===== config.mk =====
export PLATFORM = sky130hd
export DESIGN_NAME = serial_subtractor_ctrl
export DESIGN_NICKNAME = d
export VERILOG_FILES = /design/src/rtl/serial_subtractor_ctrl.sv
export SDC_FILE = /design/constraint.sdc
export NUM_CORES = 1
export LEC_CHECK = 0
export CORE_ASPECT_RATIO = 1.2
export CORE_MARGIN = 5
export CORE_UTILIZATION = 55
export CTS_BUF_LIST = sky130_fd_sc_hd__clkbuf_16
export DETAILED_ROUTE_END_ITERATION = 10
export HOLD_SLACK_MARGIN = 0.06
export MAX_ROUTING_LAYER = met4
export PLACE_DENSITY = 0.82
export SLEW_MARGIN = 20
export SYNTH_ARGS = -nofsm -noshare
export SYNTH_HDL_FRONTEND = slang
export SYNTH_SLANG_ARGS = --single-unit

===== constraint.sdc =====
create_clock -name clk -period 4 [get_ports clk]
set_input_delay 0.6 -clock clk [delete_from_list [all_inputs] [get_ports clk]]
set_output_delay 0.6 -clock clk [all_outputs]
set_load 0.02 [all_outputs]

===== src/rtl/serial_subtractor_ctrl.sv =====
// Bit-serial subtractor controller: op_a - op_b - borrow_in over WIDTH cycles, LSB first.
// Optional SERIAL_SUB_SAT_EN clamps diff to zero on underflow.
module fullsubtractor (
  input  logic a,
  input  logic b,
  input  logic bin,
  output logic diff,
  output logic bout
);

  assign diff = a ^ b ^ bin;
  assign bout = (~a & b) | (~(a ^ b) & bin);

endmodule

module serial_subtractor_ctrl #(
  parameter int WIDTH = 8
) (
  input  logic             clk,
  input  logic             rst_n,
  input  logic             start,
  input  logic [WIDTH-1:0] op_a,
  input  logic [WIDTH-1:0] op_b,
  input  logic             borrow_in,
  output logic             busy,
  output logic             done,
  output logic [WIDTH-1:0] diff,
  output logic             bout
);

  localparam int CW = $clog2(WIDTH);
  localparam logic [CW-1:0] LAST = CW'(WIDTH - 1);

  typedef enum logic [1:0] {
    S_IDLE,
    S_SHIFT,
    S_DONE
  } state_t;

  state_t           r_state;
  logic [WIDTH-1:0] r_a;
  logic [WIDTH-1:0] r_b;
  logic [WIDTH-1:0] r_res;
  logic [CW-1:0]    r_cnt;
  logic             r_brw;
  logic             r_busy;
  logic             r_done;
  logic [WIDTH-1:0] r_diff;
  logic             r_bout;

  logic             w_d;
  logic             w_bo;
  logic [WIDTH-1:0] w_next;

  fullsubtractor u_fs (
    .a    (r_a[0]),
    .b    (r_b[0]),
    .bin  (r_brw),
    .diff (w_d),
    .bout (w_bo)
  );

  // Result register after this cycle's bit lands in the MSB.
  assign w_next = {w_d, r_res[WIDTH-1:1]};

  always_ff @(posedge clk or negedge rst_n) begin
    if (!rst_n) begin
      r_state <= S_IDLE;
      r_a     <= '0;
      r_b     <= '0;
      r_res   <= '0;
      r_cnt   <= '0;
      r_brw   <= 1'b0;
      r_busy  <= 1'b0;
      r_done  <= 1'b0;
      r_diff  <= '0;
      r_bout  <= 1'b0;
    end else begin
      r_done <= 1'b0;
      unique case (r_state)
        S_IDLE: begin
          if (start) begin
            r_a     <= op_a;
            r_b     <= op_b;
            r_brw   <= borrow_in;
            r_cnt   <= '0;
            r_busy  <= 1'b1;
            r_state <= S_SHIFT;
          end
        end
        S_SHIFT: begin
          r_res <= w_next;
          r_a   <= r_a >> 1;
          r_b   <= r_b >> 1;
          r_brw <= w_bo;
          r_cnt <= r_cnt + 1'b1;
          if (r_cnt == LAST) begin
            r_state <= S_DONE;
            r_done  <= 1'b1;
            r_bout  <= w_bo;
`ifdef SERIAL_SUB_SAT_EN
            r_diff  <= w_bo ? '0 : w_next;
`else
            r_diff  <= w_next;
`endif
          end
        end
        S_DONE: begin
          r_busy  <= 1'b0;
          r_state <= S_IDLE;
        end
        default: begin
          r_busy  <= 1'b0;
          r_state <= S_IDLE;
        end
      endcase
    end
  end

  assign busy = r_busy;
  assign done = r_done;
  assign diff = r_diff;
  assign bout = r_bout;

endmodule

==> Word level (Yosys, flattened, before mapping) <==
Index checks and enable logic that the tools add are counted.
{ "classes": {"n_addsub": 1, "eq_ne": 4, "n_mux": 15, "n_reduce_logical": 6, "n_bitwise": 8} }
{ "ops": {"columns": ["op", "n"], "rows": [
  ["$pmux W8 S2", 2],
  ["$mux W8", 2],
  ["$reduce_and A2 Y1", 4],
  ["$pmux W3 S2", 1],
  ["$mux W1", 4],
  ["$mux W2", 2],
  ["$ne A2 B2 Y1 const B", 2],
  ["$pmux W1 S2", 2],
  ["$pmux W2 S2", 1],
  ["$add A3 B1 Y3 const B", 1],
  ["$eq A3 B3 Y1 const B", 1],
  ["$mux W3", 1],
  ["$not A1 Y1", 3],
  ["$and A1 B1 Y1", 2],
  ["$eq A2 B1 Y1 const B", 1],
  ["$logic_not A2 Y1", 1],
  ["$reduce_bool A2 Y1", 1],
  ["$xor A1 B1 Y1", 2],
  ["$or A1 B1 Y1", 1]
]} }
{ "totals": {"wordCells": 44, "output_inout_bits": 11, "regBits": 41} }

==> Longest topological paths before layout <==
Gate-level depths: netlist of run 1.
{ "logic_depth": {"word_depth": 5, "depth_mapped": 6, "depth_no_buf": 5} }

==> Cells and area by module <==
From an unflattened synthesis of run 1, not the netlist that was laid out.
{ "hier_totals": {"hier_cells": 147, "area_unflattened_um2": 1789.2} }
{ "by_module_without_submodules": {"columns": ["mod", "area_per_inst_um2", "instances", "cells_per_inst", "seq_area_each_um2"], "rows": [
  ["serial_subtractor_ctrl", 1757.9, 1, 143, 1001.0],
  ["fullsubtractor", 31.3, 1, 4, 0.0]
]} }

==> Worst setup path before layout of run 1 <==
OpenSTA, ideal clock, no wires.
{ "synth_path": {"kind": "reg2reg", "from": "register r_cnt[0]", "to": "register r_diff[2] (netlist: diff[2])", "arrival_time_ns": 1.310, "t_required_ns": 3.875, "n_path_buf": 1, "setup_slack_ns": 2.565, "stages_incl_launch_ff": 6, "cell_sequence": "dfrtp_1 -> ha_1 -> ha_1 -> nand3b_4 -> buf_6 -> mux2_2"} }
{ "synth_via": {"elab_chain_cells": 2} }
{ "synth_rtl": {"columns": ["item", "line", "source"], "rows": [
  ["start: declaration", "44", "logic [CW-1:0] r_cnt;"],
  ["start signal: assignment", "96", "r_cnt <= r_cnt + 1'b1;"],
  ["$eq A3 B3 Y1", "97", "if (r_cnt == LAST) begin"],
  ["$reduce_and A2 Y1 (no line)", null, null],
  ["end signal: assignment", "104", "r_diff <= w_next;"],
  ["end: declaration", "48", "logic [WIDTH-1:0] r_diff;"]
]} }
No other way between the ends.
A chain may end at the register's enable or synchronous reset.

==> Worst setup path in the final report of run 1 <==
{ "layout_path": {"from": "input port start", "to": "register r_a[1]"} }
{ "layout_via": {"elab_chain_cells": 2} }
{ "layout_rtl": {"columns": ["item", "line", "source"], "rows": [
  ["start: declaration", "21", "input logic start,"],
  ["$ne A2 B2 Y1 (no line)", null, null],
  ["$reduce_and A2 Y1 (no line)", null, null],
  ["end signal: assignment", "83", "r_a <= op_a;"],
  ["end signal: assignment", "93", "r_a <= r_a >> 1;"],
  ["end: declaration", "41", "logic [WIDTH-1:0] r_a;"]
]} }
No other way between the ends.

==> summary.md, run 1 <==
| Metric | Value |
|---|---|
| Post-place setup slack | 1.87 ns |
| Clock Latency Late Sink | 0.28 ns |
| Die Area | 4590 um^2 |
| Final period util | 45.8% |
| DRC | 0 |
| Slowest CP cell | clkdlybuf4s50_1 |
| Worst-path cell chain | clkdlybuf4s50_1, nand2b_1, a2bb2oi_2, o22a_1 |
| Initial core utilization | 55.9% |
| Yosys cell types | 35 |
| P&R area growth vs syn | 23.5% |
| CTS Sinks | 40 |
| Max-cap violations | 0 |
| Dominant synthesized flop cell | dfrtp_1 |
| CP required | 4.16 ns |
| Final setup violation count | 0 |
| Gr usage total | 18.1% |
| Root buf cell | clkbuf_16 |
| Minimum clock period | 1.83 ns |
| IO Port Bufs | 30 |
| Synthesized flop and latch total | 40 |
| Net Count, Synth | 180 |
| FFs w/ async S/R, synth | 100% |
| Slew Limit Fails | 0 |
| Setup TNS | 0 ns |
| Switching pwr | between 0.6 and 0.7 mW |
| Gate power share | 35.9% |
| Critical R2R Launch | r_state[0] |
| Largest net degree at the start of global routing | roughly 40 |
| Worst Setup SP | start |
| Power Density | 807 nW/um^2 |
| Crit path capture type | register |
| Layout cells sized above 1 | 15.6% |
| Clk slew on worst S/H paths | 0.06 ns |
| Seq/Total Area, Yosys | 54.6% |
| Number of synthesized flops with an enable pin | 0 |
| Slew Limit Headroom | roughly 40% |
| H-Tree Depth | 2 |
| Initial DRC count | 54 |
| Switching Share | 33.3% |
| RSZ-0062 raised after global routing | no |
| Vias | 1260 |
| Rows | 23 |
| Worst slew pin tran | a little over 0.9 ns |
| Area after DPL | 2100 um^2 |
| Hold Vio Cnt, Final | 0 |
| Startpoint types | input pin |
| Drt total wl | 3590 um |
| Max Freq | ~0.55 GHz |
| # fillers | 262 |
| CTS max path bufs | 2 |
| Crit Path Class | input pin to register |
| Worst-case reg-to-reg path depth | 3 |
| Vias/cell | 5.65 |
| Lkg Pwr | 1.03 nW |
| CTS Hold Bufs | 0 |
| NumNets Final | 208 |
| Most frequent cells in the layout | dfrtp_1 (40), nand2_1 (30), clkdlybuf4s50_1 (29) |
| Hold WC Path Type | input pin to asynchronous set/reset pin |
| Routed Antenna Nets | 0 |
| Peak per-stage delay on the critical path | around 0.64 ns |
| Worst Path Max Fanout | 8 |
| Setup Buffers After CTS | 0 |
| Outcome | complete, no violations |
| Overflow after GRT | 0 |
| Seq pwr share | about 40% |
| Cell count after synthesis | 157 |
| Internal | 1.22 mW |
| Avg Cell Area, Syn | 11.7 um^2 |
| Die Span Y | 73.3 um |
| Yosys warns | 0 |
| Drt wl/cell | 16.1 um |
| Cts repair resizes | 0 |
| Setup Skew | 0.00442 ns |
| CTS tree | done |
| Die X | 62.7 um |
| Clock buffers created by TritonCTS | 5 |
| First-pass GRT wire length | 6310 um |
| Synth Cell Area | 1830 um^2 |
| HPWL Detailed | 2500 um |
| R2R Setup Slk | 2.18 ns |
| Finished Core Util | 69.1% |
| # diodes | 0 |
| Worst IR Drop VDD | 0.515 mV |
| Initial antenna violation count | 0 |
| Fin worst setup slack | around 2.2 ns |
| Worst EP arrival | slightly below 2 ns |
| Clock Power Share | 24.0% |
| IO Pins | 31 |
| Core area | about 3300 um^2 |
| Commonest non-fill, non-tap cell in the layout | dfrtp_1 |
| GP Congestion | 0.862 |
| Router iterations before antenna repair | 4 |
| Design area | 2270 um^2 |
| Vias in the first global route | 1410 |
==> flip-flops by register name (all words and copies together) (netlist names) <==
signal	cells
bout	1
busy	1
diff	8
done	1
r_a	8
r_b	8
r_brw	1
r_cnt	3
r_res	7
r_state	2
==> layout make-up <==
class                      count  area, um^2  share of cell area [%]
clock inverter                 3        38.8                    1.71
tap                           37        46.3                    2.04
multi-input combinational     99         726                    32.0
sequential                    40        1000                    44.2
inverter                       9        33.8                    1.49
timing repair buffer          30         295                    13.0
clock buffer                   5         125                    5.52
==> worst paths after layout <==
path / to
setup / recovery: r_a[1]
hold / removal: diff[6]
setup reg to reg: r_b[3]
hold reg to reg: r_res[1]
max in group asynchronous: r_a[6]
min in group clk: r_res[1]
==> metrics by stage <==
step / total power, mW / hold slack (ns) / instances
floorplan: 1.20 / 0.304 / 157
global placement: 1.36 / 0.461 / 215
detailed placement: 1.40 / 0.471 / 215
CTS: 1.85 / 0.457 / 223
global route: 1.96 / 0.510 / 223
finish: 1.83 / 0.431 / 223
==> synthesized netlist by cell type (all sizes together) (3+ instances only) <==
cell type	instances	area share, %
nand3b	8	4.0
nor2	5	1.8
a22oi	3	1.2
o22a	5	2.4
nand2	30	6.1
o221a	3	1.8
mux2	8	4.9
dfrtp	40	55
inv	9	1.8
nand3	4	1.1
nand2b	3	1.4
buf	8	3.8
o21ai	7	2.1
a2bb2oi	6	4.6
==> power groups by stage <==
stage / clock network (mW) / registers, mW / logic (mW)
after floorplan: 0 / 0.734 / 0.463
after global placement: 0 / 0.726 / 0.630
after detailed placement: 0 / 0.740 / 0.665
after CTS: 0.445 / 0.737 / 0.668
after global routing: 0.464 / 0.761 / 0.732
final: 0.439 / 0.734 / 0.656
==> kinds of logic after synthesis <==
family                   after synthesis  share of synthesized area (%)
multiplexers                           8                           4.91
AO/OA/AOI/OAI                         31                           15.1
AND/OR/NAND/NOR                       57                           17.1
buffers and inverters                 18                           5.87
flip-flops                            40                           54.6
adder cells (fa/ha/maj)                3                           2.46
==> routing by layer <==
metal / global-route usage, % / vias to the layer above / part of all wire [%]
li1: - / 596 / -
met1: 19.0 / 629 / 41
met2: 32.3 / 28 / 53
met3: 3.98 / 7 / 4.5
met4: 8.73 / 0 / 1.9
met5: - / - / 0
==> worst max-delay path: cells and delay by family <==
kind                   cells  cell delay (ns)
buffers and inverters      1             0.64
AO/OA/AOI/OAI              2             0.43
AND/OR/NAND/NOR            1             0.32
No activity file was read; power rests on OpenSTA's default activity.
==> run 2: changes to the inputs <==
Settings changed: CORE_UTILIZATION 55 to 47, PLACE_DENSITY 0.82 to 0.75.
Clock period 4 ns to 1.68 ns, I/O delays scaled along.
==> run 2 against run 1 <==
  * Sequential power increased by 130%
  * Critical path type is now register to output pin
  * Combinational power increased to 2.6 times the previous value
  * Register-to-register slack worse by 2.0 ns
  * Worst setup slack worse by 2.0 ns
  * Clock power is 100% higher
  * Flip-flop and latch count unchanged
  * Largest power group is now combinational logic
  * Critical path depth down 3
  * Critical endpoint is now busy
  * Design area is 3.4% higher
  * Die area up 14%
  * Core utilization down 5.7 points
==> summary.md, run 2 (synthesis gave the netlist of run 1 again) <==
| Metric | Value |
|---|---|
| Initial DRC count | 39 |
| Overflow after GRT | 0 |
| Max-cap violations | 0 |
| Gr usage total | 16.8% |
| Critical R2R Launch | r_cnt[0] |
| Minimum clock period | between 1 and 1.5 ns |
| Vias/cell | 5.31 |
| Setup TNS | 0 ns |
| CTS max path bufs | 2 |
| Gate power share | approximately two fifths |
| Most frequent cells in the layout | dfrtp_1 (40), nand2_1 (30), clkdlybuf4s50_1 (29) |
| Clk slew on worst S/H paths | 0.06 ns |
| NumNets Final | about 220 |
| Area after DPL | 2190 um^2 |
| Switching Share | 34.3% |
| HPWL Detailed | 2730 um |
| CTS Sinks | 40 |
| Post-place setup slack | 0.111 ns |
| Cts repair resizes | 0 |
| Outcome | complete, no violations |
| CP bufs+invs | 1 |
| Seq pwr share | ~39% |
| Final setup violation count | 0 |
| Hold EP | r_res[1] |
| Initial core utilization | 49.7% |
| Met3 WL | around 270 um |
| Largest net degree at the start of global routing | 41 |
| R2r endpoint | diff[1] |
| Slew Limit Headroom | roughly two thirds |
| Power Density | 1830 nW/um^2 |
| Wl on met1 | between 1500 and 2000 um |
| Met2 routed WL | about 1900 um |
| Slowest CP cell | clkdlybuf4s50_1 |
| H-Tree Depth | 2 |
| First-pass GRT wire length | approximately 6500 um |
| Design area | 2340 um^2 |
| Hold path start | r_res[1] |
| Setup Skew | 0.00252 ns |
| Vias | 1312 |
| Vias in the first global route | 1392 |
| Clock Latency Late Sink | 0.28 ns |
| # diodes | 0 |
| Peak per-stage delay on the critical path | 0.61 ns |
| DRC | 0 |
| Worst-path cell chain | clkdlybuf4s50_1 |
| Core area | about 3700 um^2 |
| Internal | 2.82 mW |
| Worst EP arrival | 1.24 ns |
| Worst-case reg-to-reg path depth | 4 |
| Crit Path Class | register to output pin |
| Worst IR Drop VDD | 0.683 mV |
| Drt wl/cell | ~15 um |
| Lkg Pwr | approximately 1.1 nW |
| Cell count of the worst hold path | 2 |
| Die Span Y | ~78 um |
| Hold Vio Cnt, Final | 0 |
| Commonest non-fill, non-tap cell in the layout | dfrtp_1 |
| Setup Buffers After CTS | 0 |
| Routed Antenna Nets | 0 |
| IO Port Bufs | 30 |
| Clock Power Share | 20.8% |
| R2R Setup Slk | 0.21 ns |
| Top layer in use | met4 |
| Layout cells sized above 1 | 19.0% |
| Rows | 24 |
| Router iterations before antenna repair | 4 |
| Clock buffers created by TritonCTS | 5 |
| Slew Limit Fails | 0 |
| Final period util | about 89% |
| Drt total wl | 3800 um |
| P&R area growth vs syn | 27.7% |
| Finished Core Util | 63.4% |
| Worst slew pin tran | roughly 0.48 ns |
| Crit path capture type | output pin |
| Max Freq | around 0.67 GHz |
| Root buf cell | clkbuf_16 |
| Die Area | 5260 um^2 |
| IO Pins | 31 |
| CTS tree | done |
| Die X | 67.0 um |
| RSZ-0062 raised after global routing | no |
| Initial antenna violation count | 0 |
| Fin worst setup slack | 0.190 ns |
| Switching pwr | 1.47 mW |
| Startpoint types | register |
| CP required | 1.43 ns |
| Worst Path Max Fanout | 2 |
| Hold WC Path Type | register to register |
| Critical path's top delay family | buffers and inverters |
| GP Congestion | 0.858 |
run 2: per-layer routing:
| metal | up-vias | global-route usage [%] |
|---|---|---|
| met4 | 0 | 8.92 |
| met5 | - | - |
| met2 | 50 | 25.7 |
| met3 | 12 | 6.29 |
| met1 | 636 | 19.0 |
| li1 | 614 | - |
run 2: worst max-delay path by stage:
stage	startpoint	endpoint	slack, ns	cells past startpoint
final	busy	busy	0.19	1
after global routing	r_state[0]	r_a[2]	0.12	3
after CTS	busy	busy	0.18	1
after detailed placement	start	r_b[3]	0.11	4
after global placement	start	r_b[3]	0.19	4
after floorplan	r_cnt[0]	diff[2]	0.25	5
run 2: worst register-to-register path: cells and delay by family, from the launching register on:
kind                       cells  cell delay [ns]
and+or+nand+nor                1             0.19
adders and majority gates      2             0.43
muxes                          1             0.35
DFF                            1             0.39
run 2: layout make-up:
type	instances	area (um^2)
multi-input combinational	99	726
timing repair buffer	39	378
fill	312	1350
tap	52	65.1
clock inverter	3	13.8
clock buffer	5	125
sequential	40	1000
inverter	9	33.8
run 2: power groups by stage:
| stage | registers, mW | clock network, mW | logic [mW] |
|---|---|---|---|
| after floorplan | 1.75 | 0 | 1.10 |
| after global placement | 1.67 | 0 | 1.64 |
| after detailed placement | 1.70 | 0 | 1.72 |
| after CTS | 1.69 | 0.916 | 1.74 |
| after global routing | 1.74 | 0.978 | 1.87 |
| final | 1.69 | 0.890 | 1.71 |
run 2: through the flow:
| stage | cells | total power, mW | hold WS (ns) |
|---|---|---|---|
| after floorplan | 157 | 2.85 | -0.0436 |
| after global placement | 238 | 3.32 | 0.235 |
| after detailed placement | 238 | 3.42 | 0.242 |
| after CTS | 247 | 4.34 | 0.481 |
| after global routing | 247 | 4.59 | 0.506 |
| final | 247 | 4.29 | 0.472 |
run 2: repair_timing:
item                                    4_1_cts  5_1_grt
hold buffers                                  1        0
endpoints found under the setup margin        0        0
hold endpoints to repair                     40        0
